<file path="src/rtl/encoder_input_conditioner_if.sv">
// Pin-side bundle for one quadrature encoder front end.
// master: whoever drives the raw pins and err_clear; slave: the conditioner itself.
interface encoder_input_conditioner_if #(
    parameter int ERR_CNT_W = 8
);
    logic                 A_raw;
    logic                 B_raw;
    logic                 I_raw;
    logic                 err_clear;
    logic                 A;
    logic                 B;
    logic                 I;
    logic                 index_pulse;
    logic                 illegal;
    logic [ERR_CNT_W-1:0] err_count;

    modport master (
        output A_raw, B_raw, I_raw, err_clear,
        input  A, B, I, index_pulse, illegal, err_count
    );

    modport slave (
        input  A_raw, B_raw, I_raw, err_clear,
        output A, B, I, index_pulse, illegal, err_count
    );
endinterface

</file>
<file path="src/rtl/encoder_input_conditioner.sv">
// Quadrature encoder input conditioner: per-pin synchroniser + stability filter,
// index-edge pulse and illegal A/B transition detection.
// Optional build macro ENC_ERROR_COUNT_EN adds a saturating illegal-event counter;
// without it err_count is tied to 0 and err_clear is ignored.

// One pin: synchroniser chain followed by a stability-window filter.
module enc_chan_filter #(
    parameter int SYNC_STAGES = 2,
    parameter int FILTER_LEN  = 8
) (
    input  logic clk,
    input  logic reset,
    input  logic raw,
    output logic filt
);
    localparam int                CNT_W    = $clog2(FILTER_LEN + 1);
    localparam logic [CNT_W-1:0]  CNT_LAST = CNT_W'(FILTER_LEN - 1);

    logic [SYNC_STAGES-1:0] sync_q;
    logic [CNT_W-1:0]       cnt;
    logic                   s;

    assign s = sync_q[SYNC_STAGES-1];

    // Shift raw pin through the sync chain; output follows only after FILTER_LEN stable cycles.
    always_ff @(posedge clk) begin
        if (reset) begin
            sync_q <= '0;
            cnt    <= '0;
            filt   <= 1'b0;
        end else begin
            sync_q <= {sync_q[SYNC_STAGES-2:0], raw};
            if (s == filt) begin
                cnt <= '0;
            end else if (cnt == CNT_LAST) begin
                filt <= s;
                cnt  <= '0;
            end else begin
                cnt <= cnt + 1'b1;
            end
        end
    end
endmodule

module encoder_input_conditioner #(
    parameter int SYNC_STAGES = 2,
    parameter int FILTER_LEN  = 8,
    parameter int ERR_CNT_W   = 8
) (
    input logic                         clk_12MHz,
    input logic                         reset,
    encoder_input_conditioner_if.slave  bus
);
    localparam int NUM_CH     = 3;                         // bit 0 = A, 1 = B, 2 = I
    localparam int SETTLE_LEN = SYNC_STAGES + FILTER_LEN + 1;
    localparam int SET_W      = $clog2(SETTLE_LEN);
    localparam logic [SET_W-1:0] SET_LAST = SET_W'(SETTLE_LEN - 1);

    typedef enum logic {SETTLE, RUN} state_t;

    logic [NUM_CH-1:0] raw_vec;
    logic [NUM_CH-1:0] filt_vec;
    logic [NUM_CH-1:0] filt_d;
    state_t            state;
    logic [SET_W-1:0]  settle_cnt;
    logic              index_pulse_q;
    logic              illegal_q;

    assign raw_vec = {bus.I_raw, bus.B_raw, bus.A_raw};

    for (genvar ch = 0; ch < NUM_CH; ch++) begin : g_chan
        enc_chan_filter #(
            .SYNC_STAGES (SYNC_STAGES),
            .FILTER_LEN  (FILTER_LEN)
        ) u_chan (
            .clk   (clk_12MHz),
            .reset (reset),
            .raw   (raw_vec[ch]),
            .filt  (filt_vec[ch])
        );
    end

    // SETTLE hides the post-reset catch-up of the filters; RUN emits registered edge events.
    always_ff @(posedge clk_12MHz) begin
        if (reset) begin
            state         <= SETTLE;
            settle_cnt    <= '0;
            filt_d        <= '0;
            index_pulse_q <= 1'b0;
            illegal_q     <= 1'b0;
        end else begin
            filt_d        <= filt_vec;
            index_pulse_q <= 1'b0;
            illegal_q     <= 1'b0;
            case (state)
                SETTLE: begin
                    if (settle_cnt == SET_LAST) state <= RUN;
                    else                        settle_cnt <= settle_cnt + 1'b1;
                end
                RUN: begin
                    index_pulse_q <= filt_vec[2] & ~filt_d[2];
                    illegal_q     <= (filt_vec[0] ^ filt_d[0]) & (filt_vec[1] ^ filt_d[1]);
                end
                default: state <= SETTLE;
            endcase
        end
    end

    assign bus.A           = filt_vec[0];
    assign bus.B           = filt_vec[1];
    assign bus.I           = filt_vec[2];
    assign bus.index_pulse = index_pulse_q;
    assign bus.illegal     = illegal_q;

`ifdef ENC_ERROR_COUNT_EN
    logic [ERR_CNT_W-1:0] err_cnt_q;

    // Saturating count of illegal pulses; clear takes priority over a coincident pulse.
    always_ff @(posedge clk_12MHz) begin
        if (reset || bus.err_clear)            err_cnt_q <= '0;
        else if (illegal_q && err_cnt_q != '1) err_cnt_q <= err_cnt_q + 1'b1;
    end

    assign bus.err_count = err_cnt_q;
`else
    assign bus.err_count = '0;
`endif
endmodule
</file>
<file path="src/flat_wrapper.sv">
// flat-port wrapper written by rule: the top's interface ports become plain ports
module encoder_input_conditioner_flat 
#(
    parameter int SYNC_STAGES = 2,
    parameter int FILTER_LEN  = 8,
    parameter int ERR_CNT_W   = 8
)
  (clk_12MHz, reset, bus_A_raw, bus_B_raw, bus_I_raw, bus_err_clear, bus_A, bus_B, bus_I, bus_index_pulse, bus_illegal, bus_err_count);
  encoder_input_conditioner_if #(.ERR_CNT_W(ERR_CNT_W)) bus_i ();
  input logic clk_12MHz;
  input logic reset;
  input wire logic [$bits(bus_i.A_raw)-1:0] bus_A_raw;
  input wire logic [$bits(bus_i.B_raw)-1:0] bus_B_raw;
  input wire logic [$bits(bus_i.I_raw)-1:0] bus_I_raw;
  input wire logic [$bits(bus_i.err_clear)-1:0] bus_err_clear;
  output wire logic [$bits(bus_i.A)-1:0] bus_A;
  output wire logic [$bits(bus_i.B)-1:0] bus_B;
  output wire logic [$bits(bus_i.I)-1:0] bus_I;
  output wire logic [$bits(bus_i.index_pulse)-1:0] bus_index_pulse;
  output wire logic [$bits(bus_i.illegal)-1:0] bus_illegal;
  output wire logic [$bits(bus_i.err_count)-1:0] bus_err_count;
  assign bus_i.A_raw = bus_A_raw;
  assign bus_i.B_raw = bus_B_raw;
  assign bus_i.I_raw = bus_I_raw;
  assign bus_i.err_clear = bus_err_clear;
  assign bus_A = bus_i.A;
  assign bus_B = bus_i.B;
  assign bus_I = bus_i.I;
  assign bus_index_pulse = bus_i.index_pulse;
  assign bus_illegal = bus_i.illegal;
  assign bus_err_count = bus_i.err_count;
  encoder_input_conditioner #(.SYNC_STAGES(SYNC_STAGES), .FILTER_LEN(FILTER_LEN), .ERR_CNT_W(ERR_CNT_W)) u_core (.clk_12MHz(clk_12MHz), .reset(reset), .bus(bus_i));
endmodule
</file>
<file path="config.mk">
export PLATFORM = sky130hd
export DESIGN_NAME = encoder_input_conditioner_flat
export DESIGN_NICKNAME = d
export VERILOG_FILES = /design/src/rtl/encoder_input_conditioner_if.sv /design/src/rtl/encoder_input_conditioner.sv /design/src/flat_wrapper.sv
export SDC_FILE = /design/constraint.sdc
export NUM_CORES = 1
export LEC_CHECK = 0
export ABC_AREA = 0
export BUFFER_PORTS_ARGS = -buffer_cell sky130_fd_sc_hd__buf_2
export CORE_ASPECT_RATIO = 1.25
export CORE_MARGIN = 1
export CORE_UTILIZATION = 49
export CTS_BUF_LIST = sky130_fd_sc_hd__clkbuf_2 sky130_fd_sc_hd__clkbuf_4 sky130_fd_sc_hd__clkbuf_8
export CTS_CLUSTER_DIAMETER = 60
export CTS_CLUSTER_SIZE = 8
export DETAILED_ROUTE_END_ITERATION = 8
export PLACE_DENSITY = 0.82
export SLEW_MARGIN = 20
export SYNTH_ARGS = -nofsm -noshare
export SYNTH_HDL_FRONTEND = slang
export SYNTH_SLANG_ARGS = --single-unit
</file>
<file path="constraint.sdc">
create_clock -name clk_12MHz -period 1.5 [get_ports clk_12MHz]
set_clock_uncertainty 0.1 [all_clocks]
set_input_delay 0.45 -clock clk_12MHz [delete_from_list [all_inputs] [get_ports clk_12MHz]]
set_output_delay 0.45 -clock clk_12MHz [all_outputs]
set_load 0.005 [all_outputs]
</file>
Yosys cells after proc, flatten, opt, wreduce, memory -nomap -nowiden
Cells that the tools add are included.
{"block": "word_totals", "latch_bits": 0, "mem_bits_rw": 0, "out_inout_bits": 13, "mem_count": 0, "mem_bits_ro": 0, "in_bits": 6, "regBits": 31}
{"block": "classes", "eq_ne": 7, "n_mux": 2, "n_reduce_logical": 8, "div_mod_pow": 0, "shifts": 0, "n_addsub": 4, "magnitude_cmp": 0, "n_mul": 0, "n_bitwise": 10}
{"op": "$add A4 B1 Y4 const B", "count": 4}
{"op": "$eq A4 B3 Y1 const B", "count": 3}
{"op": "$reduce_or A3 Y1", "count": 3}
{"op": "$reduce_and A2 Y1", "count": 4}
{"op": "$not A1 Y1", "count": 6}
{"op": "$eq A4 B4 Y1 const B", "count": 1}
{"op": "$eq A1 B1 Y1", "count": 3}
{"op": "$and A1 B1 Y1", "count": 2}
{"op": "$mux W1", "count": 2}
{"op": "$reduce_or A2 Y1", "count": 1}
{"op": "$xor A1 B1 Y1", "count": 2}

Logic depth before layout (Yosys ltp)
Gate-level depths: netlist (run 1).
{"block": "logic_depth", "depth_word": 3, "ltp_mapped": 5}

Modules after synthesis
Synthesis (run 1) repeated with hierarchy kept, for this count alone.
{"block": "hier_totals", "cells_unflattened": 115, "area_unflattened_um2": 1224.9}
{"module": "enc_chan_filter", "seq_area_each_um2": 140.1, "instances": 3, "cells_each": 23, "area_each_um2": 250.2}
{"module": "encoder_input_conditioner", "seq_area_each_um2": 200.2, "instances": 1, "cells_each": 46, "area_each_um2": 474.2}

Worst setup path after synthesis (run 1)
OpenSTA, ideal clock, no wires.
{"block": "synth_timing", "path_type": "reg2reg", "from": "register u_core.g_chan[0].u_chan.cnt[0]", "to": "register u_core.g_chan[0].u_chan.cnt[2]", "t_arrival_ps": 1170, "required_time_ps": 1336, "path_stages_with_launch": 5, "setup_slack_ps": 166, "n_path_buf": 0, "path_cell_list": "dfxtp_1 -> ha_1 -> and3b_1 -> or3_4 -> nor2_1"}
{"block": "synth_via", "elab_chain_len": 2}
{"item": "start, declared", "line": "encoder_input_conditioner.sv:20", "rtl": "logic [CNT_W-1:0] cnt;"}
{"item": "start signal, assigned", "line": "encoder_input_conditioner.sv:39", "rtl": "cnt <= cnt + 1'b1;"}
{"item": "branches (longest 2 deep; another with $add A4 B1 Y4)"}
Several ways; the timed one is not identified.
A chain may end at the register's enable or synchronous reset.

Worst setup path in the final report (run 1)
{"block": "layout_timing", "from": "register u_core.g_chan[0].u_chan.cnt[0]", "to": "register u_core.g_chan[0].u_chan.cnt[3]"}
Same word-level chain as after synthesis.

==> results by group, run 1 <==
Drt
  • Routed Antenna Nets: 0
  • Mean number of vias per cell: 4.83
  • Pre-antenna DRT Iters: 4
  • DRT Wirelength: 1810 um
  • WL per Instance: 11.2 um
  • DRC errors left: 0
  • DR iter-0 viols: 7
  • Via count: 783

Setup path
  • Crit-path max cell delay: 390 ps
  • Worst-path fanout max: 4
  • Worst reg2reg setup slack: 90 ps
  • Cells on worst reg2reg path: 4
  • Worst flop-to-flop path endpoint: u_core.g_chan[0].u_chan.cnt[3]
  • Worst path cell trace: ha_2, and3b_2, or3_4, nor2_1
  • Worst Setup Start Kind: register
  • Crit. End Element: register
  • Critical-path top delay cell: or3_4
  • CP Class: register to register
  • Reg-to-Reg Start: u_core.g_chan[0].u_chan.cnt[0]
  • CP required: 1670 ps
  • Crit path DAT: 1580 ps

GRT
  • Largest net degree at the start of global routing: 14
  • Total grt overflow: 0
  • Antenna violations before repair: 0
  • Gr usage total: 17.3%
  • First-pass GRT wire length: about 3100 um
  • Vias in the first global route: ~770

Clock network
  • CTS H-tree lvls: 2
  • Clock Pin Slew Worst Setup and Hold Paths: around 90 ps
  • CTS Sinks: 31
  • CTS root buf: clkbuf_4
  • CTS tree: built
  • Setup bufs post-CTS: 0
  • Clk buf depth: 2
  • Later-pin clock latency in the skew report: around 330 ps
  • TritonCTS buffer count: 5

Timing
  • Setup violations, final: 0
  • Final Max Slew Viols: 0
  • Period utilisation layout: a little over nine tenths
  • Hold Fails Final Rpt: 0
  • Final setup margin: between 80 and 90 ps
  • Fmax: 708 MHz
  • Tmin final: around 1400 ps
  • Setup_tns: 0 ps
  • RSZ-0062 raised after global routing: false

Floorplan
  • CORE AREA: 2260 sq um
  • Top-level I/O count: 19
  • Die Y: 57.2 um
  • Row cnt: 19
  • Initial Util: 53.0%
  • Die area: ~2600 sq um
  • Die width: roughly 46 um

Yosys
  • Synth top area share: 51.9%
  • Synthesized area per cell: roughly 10 sq um
  • #FFs+latches synth: 31
  • Top-count cell post-synth: dfxtp_1
  • Synth cell count leaders: 31 x dfxtp_1, 17 x nor2_1, 9 x nor2b_1
  • Yosys top cell by area: dfxtp_1
  • Synth area leaders: dfxtp_1 52%, xnor2_1 5.9%, nor2_1 5.3%
  • Post-Syn Area: around 1200 sq um
  • Prevailing post-synth register cell: dfxtp_1
  • Synth Instances: 116
  • Register area share after synthesis: around half
  • Syn. warnings: 0
  • Synth cell types: 26
  • Post-synth EDFFs: 0
  • Async SR Flop Fraction: 0%

Layout
  • Sequential Area: between 600 and 700 sq um
  • Multi-input gate area: roughly 530 sq um
  • Fillcell total: 211
  • Non-Filler Instances: ~160
  • Utilization after layout: 59.0%
  • Area Overhead vs Synth: 11.4%
  • Nets@finish: between 100 and 150
  • Layout cells sized above 1: between 20% and 30%
  • N_diodes: 0

Place
  • Pre-CTS setup slack: 81.3 ps
  • Gpl congestion: 0.778
  • Placed Cells: 154
  • Port Buf Inserts: 9
  • Post-DP HPWL: 1310 um

Min path
  • WHS Path Cells: 2
  • Worst Hold Path EP: u_core.g_chan[0].u_chan.sync_q[0]
  • Hold path start: bus_A_raw
  • Worst Hold Class: primary input to register

Power and ir drop
  • VDD IR max: 0.888 mV
  • Static Leak: 0.000543 uW
  • Pwr/cell area: between 1000 and 1500 nW/um^2

Status
  • Status: complete, no violations

Flow run
  • Max_cap viols: 0
[how the worst max path moves through the flow]
stage                                    from                             end  slack (ps)  cells past startpoint
5_1_grt        u_core.g_chan[1].u_chan.cnt[0]  u_core.g_chan[1].u_chan.cnt[3]          10                      4
6_report       u_core.g_chan[0].u_chan.cnt[0]  u_core.g_chan[0].u_chan.cnt[3]          90                      4
4_1_cts          u_core.g_chan[0].u_chan.filt                           bus_A          30                      1
2_1_floorplan  u_core.g_chan[0].u_chan.cnt[0]  u_core.g_chan[0].u_chan.cnt[2]         170                      4
3_3_place_gp   u_core.g_chan[0].u_chan.cnt[0]  u_core.g_chan[0].u_chan.cnt[3]         130                      4
3_5_place_dp   u_core.g_chan[1].u_chan.cnt[0]  u_core.g_chan[1].u_chan.cnt[1]          80                      4
[power breakdown]
group	internal (uW)	leakage, uW	switching, uW	total (uW)
Clock	294	0.0000420	270	564
Sequential	840	0.000253	12.0	852
Combinational	25.8	0.000248	30.6	56.4
[kinds of logic after synthesis]
kind of cell	count (synthesis)	share of synthesized area (%)
flip-flops	31	51.9
multiplexers	3	2.51
XOR/XNOR	12	8.79
other	1	0.314
AND/OR/NAND/NOR	43	20.6
buffers and inverters	15	7.43
AO/OA/AOI/OAI	6	3.24
adder cells (fa/ha/maj)	5	5.23
[layer usage]
| metal | track usage (%) | share of wire [%] | up-vias |
|---|---|---|---|
| li1 | - | - | 385 |
| met1 | 17.3 | 38 | 372 |
| met2 | 29.2 | 55 | 21 |
| met3 | 4.75 | 3.8 | 5 |
| met4 | 12.6 | 2.9 | 0 |
| met5 | 0 | 0 | - |
[cell type report]
class	count	share of cell area [%]
clock buffers	8	5.45
inverters	5	1.41
multi-input cells	77	39.5
flip-flops and latches	31	46.8
well taps	31	2.91
repair buffers	10	3.94
[registers in the layout, summed over array words and instances, names as in the netlist]
| register | flops |
|---|---|
| u_core.g_chan.u_chan.cnt | 12 |
| u_core.g_chan.u_chan.sync_q | 6 |
| u_core.settle_cnt | 4 |
| u_core.filt_d | 3 |
| u_core.g_chan.u_chan.filt | 3 |
| u_core.bus.illegal | 1 |
| u_core.bus.index_pulse | 1 |
| u_core.state | 1 |
[critical path, delay by kind of cell (launching register included)]
family	cells	cell delay, ps
fa+ha+maj	1	190
simple gates	3	730
flops	1	340
[stage by stage]
| step | hold slack (ps) | total power, uW | cell area (sq um) |
|---|---|---|---|
| global placement | 278 | 918 | 1240 |
| global route | 241 | 1540 | 1330 |
| CTS | 217 | 1480 | 1320 |
| detailed placement | 280 | 924 | 1240 |
| floorplan | 272 | 923 | 1220 |
| finish | 225 | 1470 | 1330 |
[cells in the final DEF (no fill, tap or decap), types with 3 or more instances in the layout]
master | netlist | routed
ha_1 | 5 | 4
nor2_1 | 17 | 16
conb_1 | 1 | 8
or3_4 | 3 | 3
dfxtp_1 | 31 | 29
xnor2_1 | 8 | 8
a21oi_1 | 3 | 3
xor2_1 | 4 | 4
mux2i_1 | 3 | 3
inv_1 | 5 | 5
nand3_1 | 4 | 4
clkbuf_4 | 0 | 6
buf_2 | 1 | 9
nor2b_1 | 9 | 9
[repair_timing]
| action | 4_1_cts | 5_1_grt |
|---|---|---|
| hold buffers | 0 | 0 |
| gates resized for setup | 1 | 6 |
| hold endpoints to repair | 0 | 0 |
| endpoints found under the setup margin | 1 | 4 |
| pin swaps | 0 | 0 |
| cloned | 0 | 0 |
No activity file was read; power rests on OpenSTA's default activity.
==> run 2: changes to the inputs <==
- RECOVER_POWER: unset -> 50
==> results by group, run 2 (same netlist as run 1, synthesis figures left out) <==
Layout
  • Utilization after layout: 58.7% (was 59.0%)
  • Area Overhead vs Synth: 10.9% (was 11.4%)
  • Most frequent cells in the layout: 29 x dfxtp_1, 16 x nor2_1, 9 x nor2b_1 (was 29 x dfxtp_1, 16 x nor2_1, 9 x nor2b_1, 9 x buf_2)
  • Nets@finish: 141 (unchanged)
  • Max reg flops: 12 (unchanged)
  • Top flop regs: u_core.g_chan.u_chan.cnt: 12 flops, u_core.g_chan.u_chan.sync_q: 6 flops, u_core.settle_cnt: 4 flops (unchanged)
  • Non-Filler Instances: 162 (unchanged)
  • Layout cells sized above 1: 19.1% (was 21.4%)
  • N_diodes: 0 (unchanged)
  • Commonest non-fill, non-tap cell in the layout: dfxtp_1 (unchanged)
  • Largest register by flop count: u_core.g_chan.u_chan.cnt (unchanged)

Timing
  • Fmax: 708 MHz (about the same)
  • Actual slew at the worst max-slew pin: approximately 530 ps
  • Hold Fails Final Rpt: 0 (unchanged)
  • Setup_tns: 0 ps (unchanged)
  • Slew Limit Headroom: 64.6%
  • RSZ-0062 raised after global routing: false (unchanged)
  • Tmin final: 1410 ps (about the same)
  • Final Max Slew Viols: 0 (unchanged)
  • Setup violations, final: 0 (unchanged)
  • Period utilisation layout: 94.2% (about the same)

Setup path
  • Worst-path fanout max: 4 (unchanged)
  • Crit-path max cell delay: 390 ps (about the same)
  • Family with the most delay on the worst path: simple AND/OR/NAND/NOR gates (unchanged)
  • Worst Setup Start Kind: register (unchanged)
  • Worst path cell trace: ha_2, and3b_2, or3_4, nor2_1 (unchanged)
  • Buffers & Inverters on Critical Path: 0 (unchanged)
  • CP Class: register to register (unchanged)
  • Crit. End Element: register (unchanged)
  • Crit path DAT: 1580 ps (about the same)
  • CP required: 1670 ps (about the same)
  • Critical-path top delay cell: or3_4 (unchanged)

Floorplan
  • Die Y: 57.2 um (unchanged)
  • Die width: 46.2 um (unchanged)
  • CORE AREA: 2260 sq um (unchanged)
  • Initial Util: 53.0% (unchanged)
  • Row cnt: 19 (unchanged)
  • Top-level I/O count: 19 (unchanged)
  • Die area: 2640 sq um (unchanged)

Drt
  • DRC errors left: 0 (unchanged)
  • Mean number of vias per cell: 4.83 (unchanged)
  • Routed Antenna Nets: 0 (unchanged)
  • Via count: 783 (unchanged)
  • DRT Wirelength: 1820 um (was 1810 um)
  • DR iter-0 viols: 7 (unchanged)
  • WL per Instance: 11.2 um (about the same)
  • Pre-antenna DRT Iters: 4 (unchanged)

Clock network
  • Clock Pin Slew Worst Setup and Hold Paths: 90 ps (about the same)
  • TritonCTS buffer count: 5 (unchanged)
  • Setup bufs post-CTS: 0 (unchanged)
  • CTS root buf: clkbuf_4 (unchanged)
  • CTS tree: built (unchanged)
  • Clk buf depth: 2 (unchanged)
  • CTS H-tree lvls: 2 (unchanged)
  • CTS Sinks: 31 (unchanged)
  • Later-pin clock latency in the skew report: 330 ps (about the same)

GRT
  • Antenna violations before repair: 0 (unchanged)
  • First-pass GRT wire length: 3140 um (unchanged)
  • Total grt overflow: 0 (unchanged)
  • Gr usage total: 17.3% (unchanged)
  • Vias in the first global route: 765 (unchanged)
  • Largest net degree at the start of global routing: 14 (unchanged)

Status
  • Status: complete, no violations (unchanged)

Place
  • Gpl congestion: 0.778 (unchanged)
  • Placed Cells: 154 (unchanged)
  • Post-DP HPWL: 1310 um (unchanged)
  • Port Buf Inserts: 9 (unchanged)

Flow run
  • Max_cap viols: 0 (unchanged)

Power and ir drop
  • Static Leak: 0.000533 uW (was 0.000543 uW)
  • Total Power: 1470 uW (about the same)
  • VDD IR max: 0.884 mV (was 0.888 mV)
  • Pwr/cell area: 1110 nW/um^2 (was 1100 nW/um^2)

Min path
  • Worst Hold Class: primary input to register (unchanged)
==> run 2: cell types whose count changed in the layout (fill, tap and decap cells not counted) <==
cell      previous run  this run
buf_2                9         7
buf_4                1         0
clkbuf_1             0         3
==> run 2: cell type report <==
cell class | count | area (sq um)
well taps | 31 | 38.8
clock buffers | 8 | 72.6
inverters | 5 | 18.8
repair buffers | 10 | 46.3
multi-input cells | 77 | 527
flip-flops and latches | 31 | 623
fillers | 214 | 932
==> run 2: what timing repair did <==
item                       in CTS  in global routing
pin swaps                       0                  0
setup endpoints to repair       1                  4
gates resized for setup         1                  6
gates cloned                    0                  0
hold buffers                    0                  0
==> run 2: report_power, final <==
group / total [uW] / internal, uW / switching (uW)
clock: 564 / 294 / 270
combinational: 54.8 / 24.3 / 30.6
sequential: 851 / 840 / 11.8
total: 1470 / 1160 / 312
==> run 2: routing by layer <==
layer	wire length (um)	up-vias	global-route usage (%)
met1	708	376	17.3
met5	0	-	0
met4	53	0	12.6
met2	990	18	29.2
li1	-	384	-
met3	66	5	4.75
==> run 2: worst paths after layout <==
kind,cells after the start,slack (ps),from,end
max,4,90,u_core.g_chan[0].u_chan.cnt[0],u_core.g_chan[0].u_chan.cnt[3]
min,2,230,bus_A_raw,u_core.g_chan[0].u_chan.sync_q[0]
max reg2reg,4,90,u_core.g_chan[0].u_chan.cnt[0],u_core.g_chan[0].u_chan.cnt[3]
min reg2reg,1,290,u_core.filt_d[2],u_core.bus.index_pulse
==> run 2: per-stage QoR <==
stage / hold WS [ps] / worst slack [ps] / area, sq um
floorplan: 272 / 166 / 1220
global placement: 278 / 130 / 1240
detailed placement: 280 / 81.3 / 1240
CTS: 217 / 25.5 / 1320
global route: 241 / 9.61 / 1330
finish: 225 / 87.5 / 1330
==> run 3: changes to the inputs <==
- ABC_AREA: 0 -> 1
- PLACE_DENSITY: 0.82 -> 0.81
==> results by group, run 3 <==
Layout
  • Nets@finish: 181 (was 141)
  • Max reg flops: 12 (unchanged)
  • Utilization after layout: 56.6% (was 58.7%)
  • Design area: 1380 sq um (was 1330 sq um)
  • Top flop regs: u_core.g_chan.u_chan.cnt: 12 flops, u_core.g_chan.u_chan.sync_q: 6 flops, u_core.settle_cnt: 4 flops (unchanged)
  • Area Overhead vs Synth: 8.92% (was 10.9%)
  • Commonest non-fill, non-tap cell in the layout: nor2_1 (was dfxtp_1)
  • Most frequent cells in the layout: 32 x nor2_1, 29 x dfxtp_1, 23 x inv_1 (was 29 x dfxtp_1, 16 x nor2_1, 9 x nor2b_1)
  • N_diodes: 0 (unchanged)
  • Largest register by flop count: u_core.g_chan.u_chan.cnt (unchanged)
  • Layout cells sized above 1: 16.4% (was 19.1%)

Floorplan
  • Die Y: 58.8 um (was 57.2 um)
  • Row cnt: 20 (was 19)
  • Die area: 2780 sq um (was 2640 sq um)
  • Die width: 47.4 um (was 46.2 um)
  • Top-level I/O count: 19 (unchanged)
  • Initial Util: 52.0% (was 53.0%)
  • CORE AREA: 2430 sq um (was 2260 sq um)

Yosys
  • Top-count cell post-synth: nor2_1 (was dfxtp_1)
  • Synth top area share: 49.2% (was 51.9%)
  • Yosys top cell by area: dfxtp_1 (unchanged)
  • Synth Area in Simple Gates: 25.7% (was 20.6%)
  • Synth Instances: 156 (was 116)
  • Synth cell types: 22 (was 26)
  • Prevailing post-synth register cell: dfxtp_1 (unchanged)
  • Synth area leaders: dfxtp_1 49%, nor2_1 9.5%, inv_1 6.8% (was dfxtp_1 52%, xnor2_1 5.9%, nor2_1 5.3%)
  • Xor and xnor area share after synthesis: 2.78% (was 8.79%)
  • Largest family of logic cells by synthesized area: simple AND/OR/NAND/NOR gates (unchanged)
  • Async SR Flop Fraction: 0% (unchanged)
  • Syn. warnings: 0 (unchanged)
  • Register area share after synthesis: 49.2% (was 51.9%)
  • Post-synth EDFFs: 0 (unchanged)
  • #FFs+latches synth: 31 (unchanged)
  • Synth Area in Adders: 4.96% (was 5.23%)
  • Post-Syn Area: 1260 sq um (was 1200 sq um)
  • Synthesized area per cell: 8.09 sq um (was 10.3 sq um)
  • Mux contribution to synthesized area: 0% (was 2.51%)
  • Synth cell count leaders: 32 x nor2_1, 31 x dfxtp_1, 23 x inv_1 (was 31 x dfxtp_1, 17 x nor2_1, 9 x nor2b_1)
  • Compound-Gate Fraction of Synth Area: 4.26% (was 3.24%)

Place
  • Port Buf Inserts: 9 (unchanged)
  • Pre-CTS setup slack: 203 ps (was 81.3 ps)
  • Area post-placement: 1310 sq um (was 1240 sq um)
  • Post-DP HPWL: 1330 um (was 1310 um)
  • Gpl congestion: 0.682 (was 0.778)

Drt
  • DRC errors left: 0 (unchanged)
  • DR iter-0 viols: 8 (was 7)
  • Pre-antenna DRT Iters: 4 (unchanged)
  • DRT Wirelength: 1760 um (was 1820 um)
  • Via count: 902 (was 783)
  • Mean number of vias per cell: 4.42 (was 4.83)
  • WL per Instance: 8.62 um (was 11.2 um)
  • Routed Antenna Nets: 0 (unchanged)

Flow run
  • Max_cap viols: 0 (unchanged)

Timing
  • Setup_tns: 0 ps (unchanged)
  • Tmin final: 1400 ps (was 1410 ps)
  • Hold Fails Final Rpt: 0 (unchanged)
  • Final setup margin: 104 ps (was 87.5 ps)
  • Actual slew at the worst max-slew pin: 633 ps (was 531 ps)
  • Slew Limit Headroom: 57.8% (was 64.6%)
  • Final Max Slew Viols: 0 (unchanged)
  • RSZ-0062 raised after global routing: false (unchanged)
  • Period utilisation layout: 93.0% (was 94.2%)
  • Fmax: 716 MHz (was 708 MHz)
  • Setup violations, final: 0 (unchanged)

Setup path
  • CP required: 950 ps (was 1670 ps)
  • Worst reg2reg setup slack: 200 ps (was 90 ps)
  • Buffers & Inverters on Critical Path: 1 (was 0)
  • Crit path launch: u_core.g_chan[0].u_chan.filt (was u_core.g_chan[0].u_chan.cnt[0])
  • Family with the most delay on the worst path: flip-flops (was simple AND/OR/NAND/NOR gates)
  • Crit. End Element: primary output (was register)
  • Worst path cell trace: buf_2 (was ha_2, and3b_2, or3_4, nor2_1)
  • Worst Setup Start Kind: register (unchanged)
  • Worst-path fanout max: 6 (was 4)
  • Crit-path max cell delay: 390 ps (about the same)
  • Reg-to-Reg Start: u_core.settle_cnt[0] (was u_core.g_chan[0].u_chan.cnt[0])
  • CP Class: register to primary output (was register to register)
  • Crit path DAT: 850 ps (was 1580 ps)
  • Critical-path top delay cell: dfxtp_2 (was or3_4)

Min path
  • Hold path start: bus_B_raw (was bus_A_raw)
  • Worst Hold Class: primary input to register (unchanged)

GRT
  • Gr usage total: 16.1% (was 17.3%)
  • First-pass GRT wire length: 3040 um (was 3140 um)
  • Largest net degree at the start of global routing: 16 (was 14)
  • Total grt overflow: 0 (unchanged)
  • Antenna violations before repair: 0 (unchanged)
  • Vias in the first global route: 812 (was 765)

Clock network
  • CTS tree: built (unchanged)
  • CTS Sinks: 31 (unchanged)
  • CTS root buf: clkbuf_4 (unchanged)
  • Clk buf depth: 2 (unchanged)
  • Clock Pin Slew Worst Setup and Hold Paths: 90 ps (about the same)
  • CTS hold repair buffers: 0 (unchanged)
  • Post-cts resize count: 1 (unchanged)
  • CTS H-tree lvls: 2 (unchanged)
  • Later-pin clock latency in the skew report: 330 ps (about the same)
  • Setup bufs post-CTS: 0 (unchanged)
  • TritonCTS buffer count: 5 (unchanged)

Power and ir drop
  • Static Leak: 0.000618 uW (was 0.000533 uW)
  • VDD IR max: 0.957 mV (was 0.884 mV)
  • Pwr/cell area: 1150 nW/um^2 (was 1110 nW/um^2)

Status
  • Status: complete, no violations (unchanged)
## run 3: cell types whose count changed after synthesis, sizes merged, moves of 5 or more
| cell | delta |
|---|---|
| nor2b | -9 |
| nand2 | +20 |
| nand3 | +5 |
| nor2 | +18 |
| xnor2 | -7 |
| o21ai | +5 |
| inv | +21 |
## run 3: final cells by class
cell class / instances / area, sq um
multi-input combinational: 97 / 483
clock inverter: 2 / 35.0
timing repair buffer: 9 / 43.8
inverter: 26 / 97.6
sequential: 31 / 623
clock buffer: 6 / 51.3
fill: 228 / 1050
tap: 33 / 41.3
## run 3: worst paths after layout
path                                                           to  depth (start not counted)
worst max-delay path                                        bus_A                          1
worst min-delay path            u_core.g_chan[1].u_chan.sync_q[0]                          3
worst max register to register               u_core.settle_cnt[1]                          8
worst min register to register             u_core.bus.index_pulse                          1
## run 3: logic make-up (layout without fill, tap and decap cells)
group / Yosys count / after routing
flip-flops: 31 / 31
AND/OR/NAND/NOR: 70 / 70
XOR/XNOR: 4 / 4
buffers and inverters: 35 / 43
other: 1 / 8
adder cells (fa/ha/maj): 5 / 5
AO/OA/AOI/OAI: 10 / 10
## run 3: per-stage QoR
step,power [uW],instances,hold WS [ps]
after floorplan,932,163,273
after global placement,929,196,281
after detailed placement,935,196,279
after CTS,1620,204,209
after global routing,1670,204,197
final,1590,204,222
## run 3: power breakdown
part           switching, uW  total, uW  internal (uW)
Sequential              11.9        852            840
Clock                    280        674            394
Combinational           40.0       61.6           21.5
## run 3: layer usage
layer  vias to the layer above  part of all wire, %  global-route usage [%]
met5                         -                    0                       0
met2                        22                   49                    25.8
li1                        485                    -                       -
met3                         5                  5.1                    7.36
met1                       390                   44                    16.1
met4                         0                  2.3                    10.2
